--- src/rtl/cpu_ctrl_pkg.sv ---
// Shared types and constants for the multi-cycle control sequencer.
// Control word layout, state and opcode-class encodings, ALU/branch helpers.
package cpu_ctrl_pkg;

  localparam int CW_W   = 31;
  localparam int K_W    = 64;
  localparam int INSN_W = 32;

  typedef enum logic [1:0] {
    S_FETCH = 2'b00,
    S_EX0   = 2'b01,
    S_EX1   = 2'b10,
    S_EX2   = 2'b11
  } state_e;

  typedef enum logic [3:0] {
    C_B, C_CBZ, C_CBNZ, C_BCOND,
    C_RALU, C_IALU, C_LDUR, C_STUR, C_ILL
  } class_e;

  localparam logic [1:0] PSEL_HOLD = 2'b00;
  localparam logic [1:0] PSEL_PC4  = 2'b01;
  localparam logic [1:0] PSEL_A    = 2'b10;
  localparam logic [1:0] PSEL_K    = 2'b11;

  localparam logic [4:0] F_AND   = 5'd0;
  localparam logic [4:0] F_ORR   = 5'd1;
  localparam logic [4:0] F_ADD   = 5'd2;
  localparam logic [4:0] F_EOR   = 5'd3;
  localparam logic [4:0] F_SUB   = 5'd6;
  localparam logic [4:0] F_PASSB = 5'd7;

  localparam logic [4:0] REG_NONE = 5'h1F;

  localparam logic [5:0]  OP_B     = 6'b000101;
  localparam logic [7:0]  OP_CBZ   = 8'hB4;
  localparam logic [7:0]  OP_CBNZ  = 8'hB5;
  localparam logic [7:0]  OP_BCOND = 8'h54;
  localparam logic [10:0] OP_LDUR  = 11'h7C2;
  localparam logic [10:0] OP_STUR  = 11'h7C0;

  localparam logic [10:0] OP_ADD  = 11'h458;
  localparam logic [10:0] OP_ADDS = 11'h558;
  localparam logic [10:0] OP_SUB  = 11'h658;
  localparam logic [10:0] OP_SUBS = 11'h758;
  localparam logic [10:0] OP_AND  = 11'h450;
  localparam logic [10:0] OP_ORR  = 11'h550;
  localparam logic [10:0] OP_EOR  = 11'h650;

  localparam logic [9:0] OP_ADDI  = 10'h244;
  localparam logic [9:0] OP_ADDIS = 10'h2C4;
  localparam logic [9:0] OP_SUBI  = 10'h344;
  localparam logic [9:0] OP_SUBIS = 10'h3C4;
  localparam logic [9:0] OP_ANDI  = 10'h248;
  localparam logic [9:0] OP_ORRI  = 10'h2C8;
  localparam logic [9:0] OP_EORI  = 10'h348;

  typedef struct packed {
    logic [1:0] psel;
    logic [4:0] da;
    logic [4:0] sa;
    logic [4:0] sb;
    logic [4:0] fsel;
    logic       regw;
    logic       ramw;
    logic       en_mem;
    logic       en_alu;
    logic       en_b;
    logic       en_pc;
    logic       bsel;
    logic       pcsel;
    logic       sl;
  } cw_t;

  localparam cw_t FETCH_CW =
    {PSEL_PC4, REG_NONE, REG_NONE, REG_NONE, F_AND, 9'h0};
  localparam cw_t NOP_CW =
    {PSEL_HOLD, REG_NONE, REG_NONE, REG_NONE, F_AND, 9'h0};

  // arith = IR[24] splits add/sub from logical in both R and I forms
  function automatic logic [4:0] alu_fsel(
    input logic       arith,
    input logic [1:0] opc
  );
    logic [4:0] f;
    if (arith) begin
      f = opc[1] ? F_SUB : F_ADD;
    end else begin
      unique case (opc)
        2'b00:   f = F_AND;
        2'b01:   f = F_ORR;
        default: f = F_EOR;
      endcase
    end
    return f;
  endfunction

  // flags = {V,C,N,Z}; odd codes invert the even test except AL/NV
  function automatic logic cond_taken(
    input logic [3:0] cond,
    input logic [3:0] flags
  );
    logic v, c, n, z, base;
    v = flags[3];
    c = flags[2];
    n = flags[1];
    z = flags[0];
    unique case (cond[3:1])
      3'b000:  base = z;
      3'b001:  base = c;
      3'b010:  base = n;
      3'b011:  base = v;
      3'b100:  base = c & ~z;
      3'b101:  base = (n == v);
      3'b110:  base = ~z & (n == v);
      default: base = 1'b1;
    endcase
    if (cond[0] && (cond != 4'hF)) base = ~base;
    return base;
  endfunction

endpackage

--- src/rtl/control_sequencer_if.sv ---
// Instruction-memory / datapath side bundle of the control sequencer.
// slave = sequencer, master = environment driving fetch data and flags.
interface control_sequencer_if;
  import cpu_ctrl_pkg::*;

  logic [INSN_W-1:0] instruction_in;
  logic [3:0]        status;
  logic              alu_zero;
  logic [CW_W-1:0]   controlword;
  logic [K_W-1:0]    K;
  logic [1:0]        state;
  logic [INSN_W-1:0] ir;
  logic              illegal;

  modport slave (
    input  instruction_in, status, alu_zero,
    output controlword, K, state, ir, illegal
  );

  modport master (
    output instruction_in, status, alu_zero,
    input  controlword, K, state, ir, illegal
  );
endinterface

--- src/rtl/insn_class_decode.sv ---
// Opcode classifier: IR[31:21] -> instruction class.
// Pure combinational; anything not recognised maps to C_ILL.
module insn_class_decode
  import cpu_ctrl_pkg::*;
(
  input  logic [10:0] op_i,
  output class_e      cls_o
);

  // Priority-free match: every opcode pattern is disjoint
  always_comb begin
    cls_o = C_ILL;
    unique case (1'b1)
      (op_i[10:5] == OP_B):     cls_o = C_B;
      (op_i[10:3] == OP_CBZ):   cls_o = C_CBZ;
      (op_i[10:3] == OP_CBNZ):  cls_o = C_CBNZ;
      (op_i[10:3] == OP_BCOND): cls_o = C_BCOND;
      (op_i == OP_LDUR):        cls_o = C_LDUR;
      (op_i == OP_STUR):        cls_o = C_STUR;
      (op_i inside {OP_ADD, OP_ADDS, OP_SUB, OP_SUBS,
                    OP_AND, OP_ORR, OP_EOR}):
        cls_o = C_RALU;
      (op_i[10:1] inside {OP_ADDI, OP_ADDIS, OP_SUBI,
                          OP_SUBIS, OP_ANDI, OP_ORRI,
                          OP_EORI}):
        cls_o = C_IALU;
      default: cls_o = C_ILL;
    endcase
  end

endmodule

--- src/rtl/control_sequencer.sv ---
// Multi-cycle control front end: IR + state flops, per-class control word.
// Build option ILLEGAL_TRAP_EN: unknown opcodes trap in EX0 until reset.
module control_sequencer
  import cpu_ctrl_pkg::*;
(
  input logic                clock,
  input logic                reset_n,
  control_sequencer_if.slave bus
);

  state_e            state_q, state_d;
  logic [INSN_W-1:0] ir_q, ir_d;
  class_e            cls;
  cw_t               cw;
  logic [K_W-1:0]    k;
  logic              ill;

  logic [4:0] rd, rn, rm;
  assign rd = ir_q[4:0];
  assign rn = ir_q[9:5];
  assign rm = ir_q[20:16];

  insn_class_decode u_dec (
    .op_i  (ir_q[31:21]),
    .cls_o (cls)
  );

  // State and IR are the only storage
  always_ff @(posedge clock or negedge reset_n) begin
    if (!reset_n) begin
      state_q <= S_FETCH;
      ir_q    <= '0;
    end else begin
      state_q <= state_d;
      ir_q    <= ir_d;
    end
  end

  // Next state, control word and K from (state, IR, flags)
  always_comb begin
    state_d = S_FETCH;
    ir_d    = ir_q;
    cw      = NOP_CW;
    k       = '0;
    ill     = 1'b0;
    if (state_q == S_FETCH) begin
      cw      = FETCH_CW;
      ir_d    = bus.instruction_in;
      state_d = S_EX0;
    end else begin
      unique case (cls)
        C_B: if (state_q == S_EX0) begin
          cw.psel   = PSEL_K;
          cw.pcsel  = 1'b1;
          cw.en_alu = 1'b1;
          k = {38'b0, ir_q[25:0]};
        end
        C_CBZ, C_CBNZ: if (state_q == S_EX0) begin
          cw.sb    = rd;
          cw.fsel  = F_PASSB;
          cw.pcsel = 1'b1;
          cw.psel  = (bus.alu_zero == (cls == C_CBZ))
                   ? PSEL_K : PSEL_HOLD;
          k = {45'b0, ir_q[23:5]};
        end
        C_BCOND: if (state_q == S_EX0) begin
          cw.pcsel = 1'b1;
          cw.psel  = cond_taken(ir_q[3:0], bus.status)
                   ? PSEL_K : PSEL_HOLD;
          k = {45'b0, ir_q[23:5]};
        end
        C_RALU, C_IALU: if (state_q == S_EX0) begin
          cw.da     = rd;
          cw.sa     = rn;
          cw.fsel   = alu_fsel(ir_q[24], ir_q[30:29]);
          cw.regw   = 1'b1;
          cw.en_alu = 1'b1;
          cw.sl     = ir_q[24] & ir_q[29];
          if (cls == C_RALU) begin
            cw.sb = rm;
          end else begin
            cw.bsel = 1'b1;
            k = {52'b0, ir_q[21:10]};
          end
        end
        C_LDUR, C_STUR:
          if (state_q inside {S_EX0, S_EX1}) begin
            // address Rn+K stays on the ALU for both cycles
            cw.sa   = rn;
            cw.bsel = 1'b1;
            cw.fsel = F_ADD;
            k = {55'b0, ir_q[20:12]};
            if (state_q == S_EX0) begin
              cw.en_alu = 1'b1;
              state_d   = S_EX1;
            end else if (cls == C_LDUR) begin
              cw.da     = rd;
              cw.en_mem = 1'b1;
              cw.regw   = 1'b1;
            end else begin
              cw.sb   = rd;
              cw.ramw = 1'b1;
              cw.en_b = 1'b1;
            end
          end
        C_ILL: if (state_q == S_EX0) begin
`ifdef ILLEGAL_TRAP_EN
          ill     = 1'b1;
          state_d = S_EX0;
`else
          ill     = 1'b0;
`endif
        end
        default: ;
      endcase
    end
  end

  assign bus.controlword = cw;
  assign bus.K           = k;
  assign bus.state       = state_q;
  assign bus.ir          = ir_q;
  assign bus.illegal     = ill;

endmodule

--- src/flat_wrapper.sv ---
// flat-port wrapper written by rule: the top's interface ports become plain ports
module control_sequencer_flat import cpu_ctrl_pkg::*;
  (clock, reset_n, bus_instruction_in, bus_status, bus_alu_zero, bus_controlword, bus_K, bus_state, bus_ir, bus_illegal);
  control_sequencer_if bus_i ();
  input logic clock;
  input logic reset_n;
  input wire logic [$bits(bus_i.instruction_in)-1:0] bus_instruction_in;
  input wire logic [$bits(bus_i.status)-1:0] bus_status;
  input wire logic [$bits(bus_i.alu_zero)-1:0] bus_alu_zero;
  output wire logic [$bits(bus_i.controlword)-1:0] bus_controlword;
  output wire logic [$bits(bus_i.K)-1:0] bus_K;
  output wire logic [$bits(bus_i.state)-1:0] bus_state;
  output wire logic [$bits(bus_i.ir)-1:0] bus_ir;
  output wire logic [$bits(bus_i.illegal)-1:0] bus_illegal;
  assign bus_i.instruction_in = bus_instruction_in;
  assign bus_i.status = bus_status;
  assign bus_i.alu_zero = bus_alu_zero;
  assign bus_controlword = bus_i.controlword;
  assign bus_K = bus_i.K;
  assign bus_state = bus_i.state;
  assign bus_ir = bus_i.ir;
  assign bus_illegal = bus_i.illegal;
  control_sequencer u_core (.clock(clock), .reset_n(reset_n), .bus(bus_i));
endmodule
--- config.mk ---
export PLATFORM = sky130hd
export DESIGN_NAME = control_sequencer_flat
export DESIGN_NICKNAME = d
export VERILOG_FILES = /design/src/rtl/cpu_ctrl_pkg.sv /design/src/rtl/control_sequencer_if.sv /design/src/rtl/insn_class_decode.sv /design/src/rtl/control_sequencer.sv /design/src/flat_wrapper.sv
export SDC_FILE = /design/constraint.sdc
export NUM_CORES = 1
export LEC_CHECK = 0
export ABC_CLOCK_PERIOD_IN_PS = 5150
export BUFFER_PORTS_ARGS = -buffer_cell sky130_fd_sc_hd__buf_2
export CAP_MARGIN = 5
export CORE_UTILIZATION = 48
export DETAILED_ROUTE_END_ITERATION = 8
export PLACE_DENSITY = 0.87
export SETUP_SLACK_MARGIN = 0.05
export SYNTH_ARGS = -nofsm -noshare
export SYNTH_HDL_FRONTEND = slang
export SYNTH_SLANG_ARGS = --single-unit
--- constraint.sdc ---
create_clock -name clock -period 5.15 [get_ports clock]
set_input_delay 1.03 -clock clock [delete_from_list [all_inputs] [get_ports clock]]
set_output_delay 1.03 -clock clock [all_outputs]
set_load 0.1 [all_outputs]
After elaboration in Yosys (flattened, before gate mapping)
Cells that the tools add are included.
Widths: inputs -> output; s select.

operators by class
  eq/ne operators = 39
  mux-type cells = 57
  shifts and indexed selects = 0
  multiply operators = 0
  reductions and logical operators = 14
  div/mod/pow operators = 0
  add/sub/neg operators = 0
  bitwise gates (word level) = 5
  order comparisons = 0

operators by type and width
  cell                  number
  $pmux 64 s4           1
  $eq 11x11->1 const B  9
  $eq 10x10->1 const B  7
  $mux 64               1
  $pmux 4 s8            1
  $mux 5                6
  $pmux 10 s3           1
  $mux 27               1
  $mux 26               1
  $mux 25               1
  $mux 12               2
  $mux 21               1
  $mux 2                10
  $pmux 10 s2           1
  $mux 19               1
  $mux 1                18
  $eq 4x3->1 const B    4
  $eq 8x8->1 const B    2
  $reduce_bool 7->1     2
  $mux 10               1
  $eq 3x3->1 const B    3
  $mux 3                3
  $mux 9                1
  $eq 4x2->1 const B    2
  other kinds (23)      35

word-level totals
  memories = 0
  bits in latches = 0
  register bits = 34
  bits in read-only memories = 0
  memory bits (writable) = 0
  input port bits = 39

Depth between registers and ports, before layout
  depth in word-level cells = 15
  mapped depth = 10
  mapped depth without buffers = 7

Cells and area by module
Synthesis repeated with hierarchy kept, for this count alone.

unflattened totals
  cells, all modules = 331
  area total of the unflattened synthesis = 2891.5 um^2

modules (own cells, without submodules)
  module             area an instance (um^2)  seq. area each (um^2)  cells each  times used
  control_sequencer  2656.3                   850.8                  299         1
  insn_class_decode  235.2                    0.0                    32          1

Least setup slack after synthesis
Ideal clock, no wire load.

  kind = flip-flop to output port
  from = reg u_core.ir_q[30] (netlist: u_core.bus.ir[30])
  to = out bus_controlword[7]
  path buffers = 2
  cell stages (with the launch flop) = 7
  arrival = 5.914 ns
  setup slack = -1.794 ns
  path through = dfrtp_1 > buf_4 > or3b_2 > a211o_2 > nand2_1 > nor4b_1 > buf_4

on the way
  cells in the longest elaborated chain, start to end = 9
  elaborated cells on any way between the ends = 31
  classes of those cells = eq/ne (22); mux (6); reduce/logical (3)

ends and longest elaborated chain
  item                                          line                                              text
  from (decl)                                   control_sequencer.sv:12                           logic [INSN_W-1:0] ir_q, ir_d;
  from (signal assigned)                        control_sequencer.sv:35                           ir_q <= ir_d;
  $eq 11x11->1 or $eq 10x10->1 (tied branches)  insn_class_decode.sv:20, insn_class_decode.sv:23
  $reduce_bool 7->1, on equally long branches   insn_class_decode.sv:20, insn_class_decode.sv:23
  $pmux 4 s8 (*)                                insn_class_decode.sv:13                           unique case (1'b1)
  $eq 4x3->1                                    control_sequencer.sv:51, control_sequencer.sv:96
  $mux 1                                        control_sequencer.sv:96                           end else if (cls == C_LDUR) begin
  $mux 3                                        control_sequencer.sv:93                           if (state_q == S_EX0) begin
  $mux 25                                       control_sequencer.sv:87                           if (state_q inside {S_EX0, S_EX1}) begin
  $mux 2 (*)                                    control_sequencer.sv:51                           unique case (cls)
  $mux 27 (*)                                   control_sequencer.sv:46                           if (state_q == S_FETCH) begin
  to (decl)                                     flat_wrapper.sv:10                                output wire logic [$bits(bus_i.controlword)-1:0] bus_controlword;

Every way passes the cells marked *; elsewhere a longest branch is shown, timed or not.

Final worst setup path
  from = reg u_core.ir_q[31] (netlist: u_core.bus.ir[31])
  to = out bus_K[9]

on the way
  cells in the longest elaborated chain, start to end = 8
  elaborated cells on any way between the ends = 38
  classes of those cells = eq/ne (27); mux (5); reduce/logical (6)

ends and longest elaborated chain
  item                                          line                                              text
  $eq 11x11->1 or $eq 10x10->1 (tied branches)  insn_class_decode.sv:20, insn_class_decode.sv:23
  $reduce_bool 7->1, on equally long branches   insn_class_decode.sv:20, insn_class_decode.sv:23
  $pmux 4 s8 (*)                                insn_class_decode.sv:13
  $eq 4x3->1                                    control_sequencer.sv:51, control_sequencer.sv:79
  $mux 12                                       control_sequencer.sv:79                           if (cls == C_RALU) begin
  $mux 12                                       control_sequencer.sv:72                           C_RALU, C_IALU: if (state_q == S_EX0) begin
  $pmux 64 s4 (*)                               control_sequencer.sv:51
  $mux 64 (*)                                   control_sequencer.sv:46
  to (decl)                                     flat_wrapper.sv:11                                output wire logic [$bits(bus_i.K)-1:0] bus_K;

Marks and branches as above.

==> impl_metrics.toml <==
[run_status]
status = "finished, final reports clean"

[cells_and_area]
fin_cells = 502
final_cell_mix = "sky130_fd_sc_hd__buf_2, sky130_fd_sc_hd__conb_1, sky130_fd_sc_hd__dfrtp_1, sky130_fd_sc_hd__mux2_2, sky130_fd_sc_hd__nor2_1"
final_nets = 470
insertedDiodeCount = 0
area_growth_syn_to_layout_pct = 20.3
drive_above_1_share = 0.451
layout_commonest_cell = "sky130_fd_sc_hd__buf_2"

[synth]
synth_area_per_cell_um2 = 9.26
synth-main-ff-cell = "sky130_fd_sc_hd__dfrtp_1"
ys_types = 61
synth.yosys.seq_area_share = 0.294
synth_enable_flop_cells = 0
synth_top_area_frac = 0.294
synth_warnings = 0
synth_seq_cells = 34
synth_area_leader_cell = "sky130_fd_sc_hd__dfrtp_1"
synth_area_leaders = "sky130_fd_sc_hd__dfrtp_1, sky130_fd_sc_hd__buf_4, sky130_fd_sc_hd__mux2_2, sky130_fd_sc_hd__nor2_1, sky130_fd_sc_hd__a21o_1"
postSynthCellCount = 313
async_flop_share = 1.00
syn_area_um2 = 2900

[power]
cellLeakagePower_nw = 1.66
max-vdd-ir-drop_mv = 0.164
power.density_cell_area_nw_per_um2 = 256

[die]
design.portCount = 169
start_util = 0.511
core_um2 = 5680
fp.dieW_um = 79.7
die_area_um2 = 6350
rows = 27
fp.dieH_um = 79.7

[critical_path]
cp_max_fo = 19
timing.setup.critical_path_class = "flop to output port"
endpoint = "bus_K[9]"
crit_path_end_kind = "output port"
regToRegStartpoint = "u_core.bus.state[0]$_DFF_PN0_"
worst_setup_path_start_kind = "flop"
crit_arrival_ns = 3.49
cp.required_ns = 4.12
r2r.worst_path.cells = 4
worst-r2r-setup-slack_ns = 3.20
critPathSlowestCell = "sky130_fd_sc_hd__nor4_4"
path_cells = "or4b_4, a21oi_4, o21ai_2, nor4_4, a222oi_1, nor2_1, buf_2"
crit_path_max_incr_delay_ns = 0.91
timing.rr.end = "u_core.bus.ir[16]$_DFFE_PN0P_"
cp-startpoint = "u_core.bus.ir[31]$_DFFE_PN0P_"

[placed_design]
port_buffers = 126
numPlacedInstances = 494
gp_congestion = 0.991
place_hpwl_um = 6640

[clocking]
cts_sinks = 34
hold_buf_count_cts = 0
insertion_delay_ns = 0.30
postCtsResizedCells = 0
clock_edge_transition_at_the_registers_on_the_reported_setup_and_hold_paths_ns = 0.08
clockRootBuffer = "sky130_fd_sc_hd__clkbuf_8"
cts_tree = "done"
clock_path_buffers = 2
h-tree-depth = 2
post-cts-setup-buffer-count = 0
cts-buffers-inserted = 5

[sta]
tightest_slew_ns = 0.993
fmaxAchievable_mhz = 221
timing.clock.skew_ns = 0.00545
finalMaxSlewViolations = 0
grt_setup_unrepaired = "false"
number_of_setup_violations_in_the_final_report = 0
finalCriticalPeriod_ns = 4.52
slew_headroom = 0.333
worst_case_hold_slack_ns = 0.627
finalHoldViolations = 0
final_min_period_over_clock_period = 0.878

[global_route]
grt_max_degree = 35
grt_overflow = 0
antenna_found_initial = 0
grtUsageTotal = 0.283
grt_pass1_wl_um = 13700
vias_in_the_first_global_route = 2652

[routing]
vias_per_cell = 5.77
detailed_route_via_count = 2896
drt_pass1_iterations = 7
remaining_drc_errors = 0
detail_route.wirelength_um = 8760
routed_wire_length_per_instance_um = 17.4
antenna_left = 0
drt_iter0_drc = 291

[run]
max_cap_viol_count = 0

[min_path]
worstHoldPathType = "flop to flop"
## worst max-delay path, delay by kind of cell (launching register included)
family	cells	cell delay, ns
AOI/OAI and AO/OA	3	0.59
buffers and inverters	1	0.45
DFF	1	0.47
and+or+nand+nor	3	1.69
## state kept, by name, indices dropped and copies added (netlist names)
register,count
u_core.bus.state,2
u_core.bus.ir,32
## how the worst min path moves through the flow
stage / from / endpoint / slack [ns] / cells past startpoint
2_1_floorplan: reset_n / u_core.bus.ir[0]$_DFFE_PN0P_ / 0.73 / 0
6_report: u_core.bus.ir[6]$_DFFE_PN0P_ / u_core.bus.ir[6]$_DFFE_PN0P_ / 0.63 / 1
3_3_place_gp: u_core.bus.ir[6]$_DFFE_PN0P_ / u_core.bus.ir[6]$_DFFE_PN0P_ / 0.59 / 1
4_1_cts: u_core.bus.ir[6]$_DFFE_PN0P_ / u_core.bus.ir[6]$_DFFE_PN0P_ / 0.63 / 1
3_5_place_dp: u_core.bus.ir[6]$_DFFE_PN0P_ / u_core.bus.ir[6]$_DFFE_PN0P_ / 0.60 / 1
5_1_grt: u_core.bus.ir[6]$_DFFE_PN0P_ / u_core.bus.ir[6]$_DFFE_PN0P_ / 0.66 / 1
## synth_stat cells (2+ instances only)
cell	n
sky130_fd_sc_hd__nor3_1	6
sky130_fd_sc_hd__nor4bb_1	2
sky130_fd_sc_hd__nand2b_1	7
sky130_fd_sc_hd__buf_1	3
sky130_fd_sc_hd__a21oi_2	3
sky130_fd_sc_hd__a21o_1	12
sky130_fd_sc_hd__a222oi_1	6
sky130_fd_sc_hd__nor3b_1	3
sky130_fd_sc_hd__o22ai_1	5
sky130_fd_sc_hd__a22oi_1	9
sky130_fd_sc_hd__a31oi_1	2
sky130_fd_sc_hd__xnor2_1	2
sky130_fd_sc_hd__and2_2	2
sky130_fd_sc_hd__a221oi_1	4
sky130_fd_sc_hd__a22o_1	4
sky130_fd_sc_hd__ha_1	2
sky130_fd_sc_hd__clkbuf_1	6
sky130_fd_sc_hd__buf_6	2
sky130_fd_sc_hd__o21ai_0	7
sky130_fd_sc_hd__nor2b_1	3
sky130_fd_sc_hd__and3_1	5
sky130_fd_sc_hd__nor2_1	27
sky130_fd_sc_hd__clkbuf_8	3
sky130_fd_sc_hd__nand2_1	16
sky130_fd_sc_hd__mux2_2	29
sky130_fd_sc_hd__mux2i_1	2
sky130_fd_sc_hd__nand2_2	3
sky130_fd_sc_hd__nor4b_1	3
sky130_fd_sc_hd__inv_1	8
sky130_fd_sc_hd__nor4_4	2
sky130_fd_sc_hd__a311oi_1	2
sky130_fd_sc_hd__o21a_1	3
sky130_fd_sc_hd__dfrtp_1	34
sky130_fd_sc_hd__buf_4	45
sky130_fd_sc_hd__a21oi_1	9
sky130_fd_sc_hd__a211oi_1	4
sky130_fd_sc_hd__and2_1	3
sky130_fd_sc_hd__nor4_1	2
## where the power goes
group          switching [mW]  internal, mW  total [mW]
sequential             0.0308         0.280       0.311
clock                   0.113         0.110       0.223
combinational           0.305        0.0526       0.358
total                   0.449         0.443       0.892
## final cells by class
class | instances | area (um2)
multi-input combinational | 252 | 1770
fill | 524 | 2190
inverter | 8 | 30.0
clock buffer | 6 | 82.6
timing repair buffer | 128 | 646
sequential | 34 | 851
tap | 72 | 90.1
clock inverter | 2 | 16.3
## metal layers
metal / vias to the layer above / part of all wire / GRT usage
li1: 1298 / - / -
met5: - / 0 / 0
met1: 1366 / 0.41 / 0.365
met4: 0 / 0.026 / 0.0982
met3: 28 / 0.094 / 0.0526
met2: 204 / 0.47 / 0.469
## stage by stage
| step | total power, mW | setup WS, ns | util | TNS (ns) | instance area, um2 |
|---|---|---|---|---|---|
| 3_5_place_dp | 0.673 | 1.01 | 0.597 | 0 | 3390 |
| 2_1_floorplan | 0.642 | -0.195 | - | -0.195 | 3090 |
| 4_1_cts | 0.894 | 0.677 | 0.614 | 0 | 3490 |
| 5_1_grt | 0.924 | 0.498 | 0.614 | 0 | 3490 |
| 3_3_place_gp | 0.670 | 1.03 | 0.597 | 0 | 3390 |
| 6_report | 0.892 | 0.628 | 0.614 | 0 | 3490 |
## kinds of logic after synthesis
kind of cell,count (synthesis),synth area share
AO/OA/AOI/OAI,80,0.209
XOR/XNOR,2,0.00605
adder cells (fa/ha/maj),2,0.00863
buffers and inverters,68,0.162
flip-flops,34,0.294
multiplexers,31,0.120
other,1,0.00129
AND/OR/NAND/NOR,95,0.199
No activity file was read; power rests on OpenSTA's default activity.
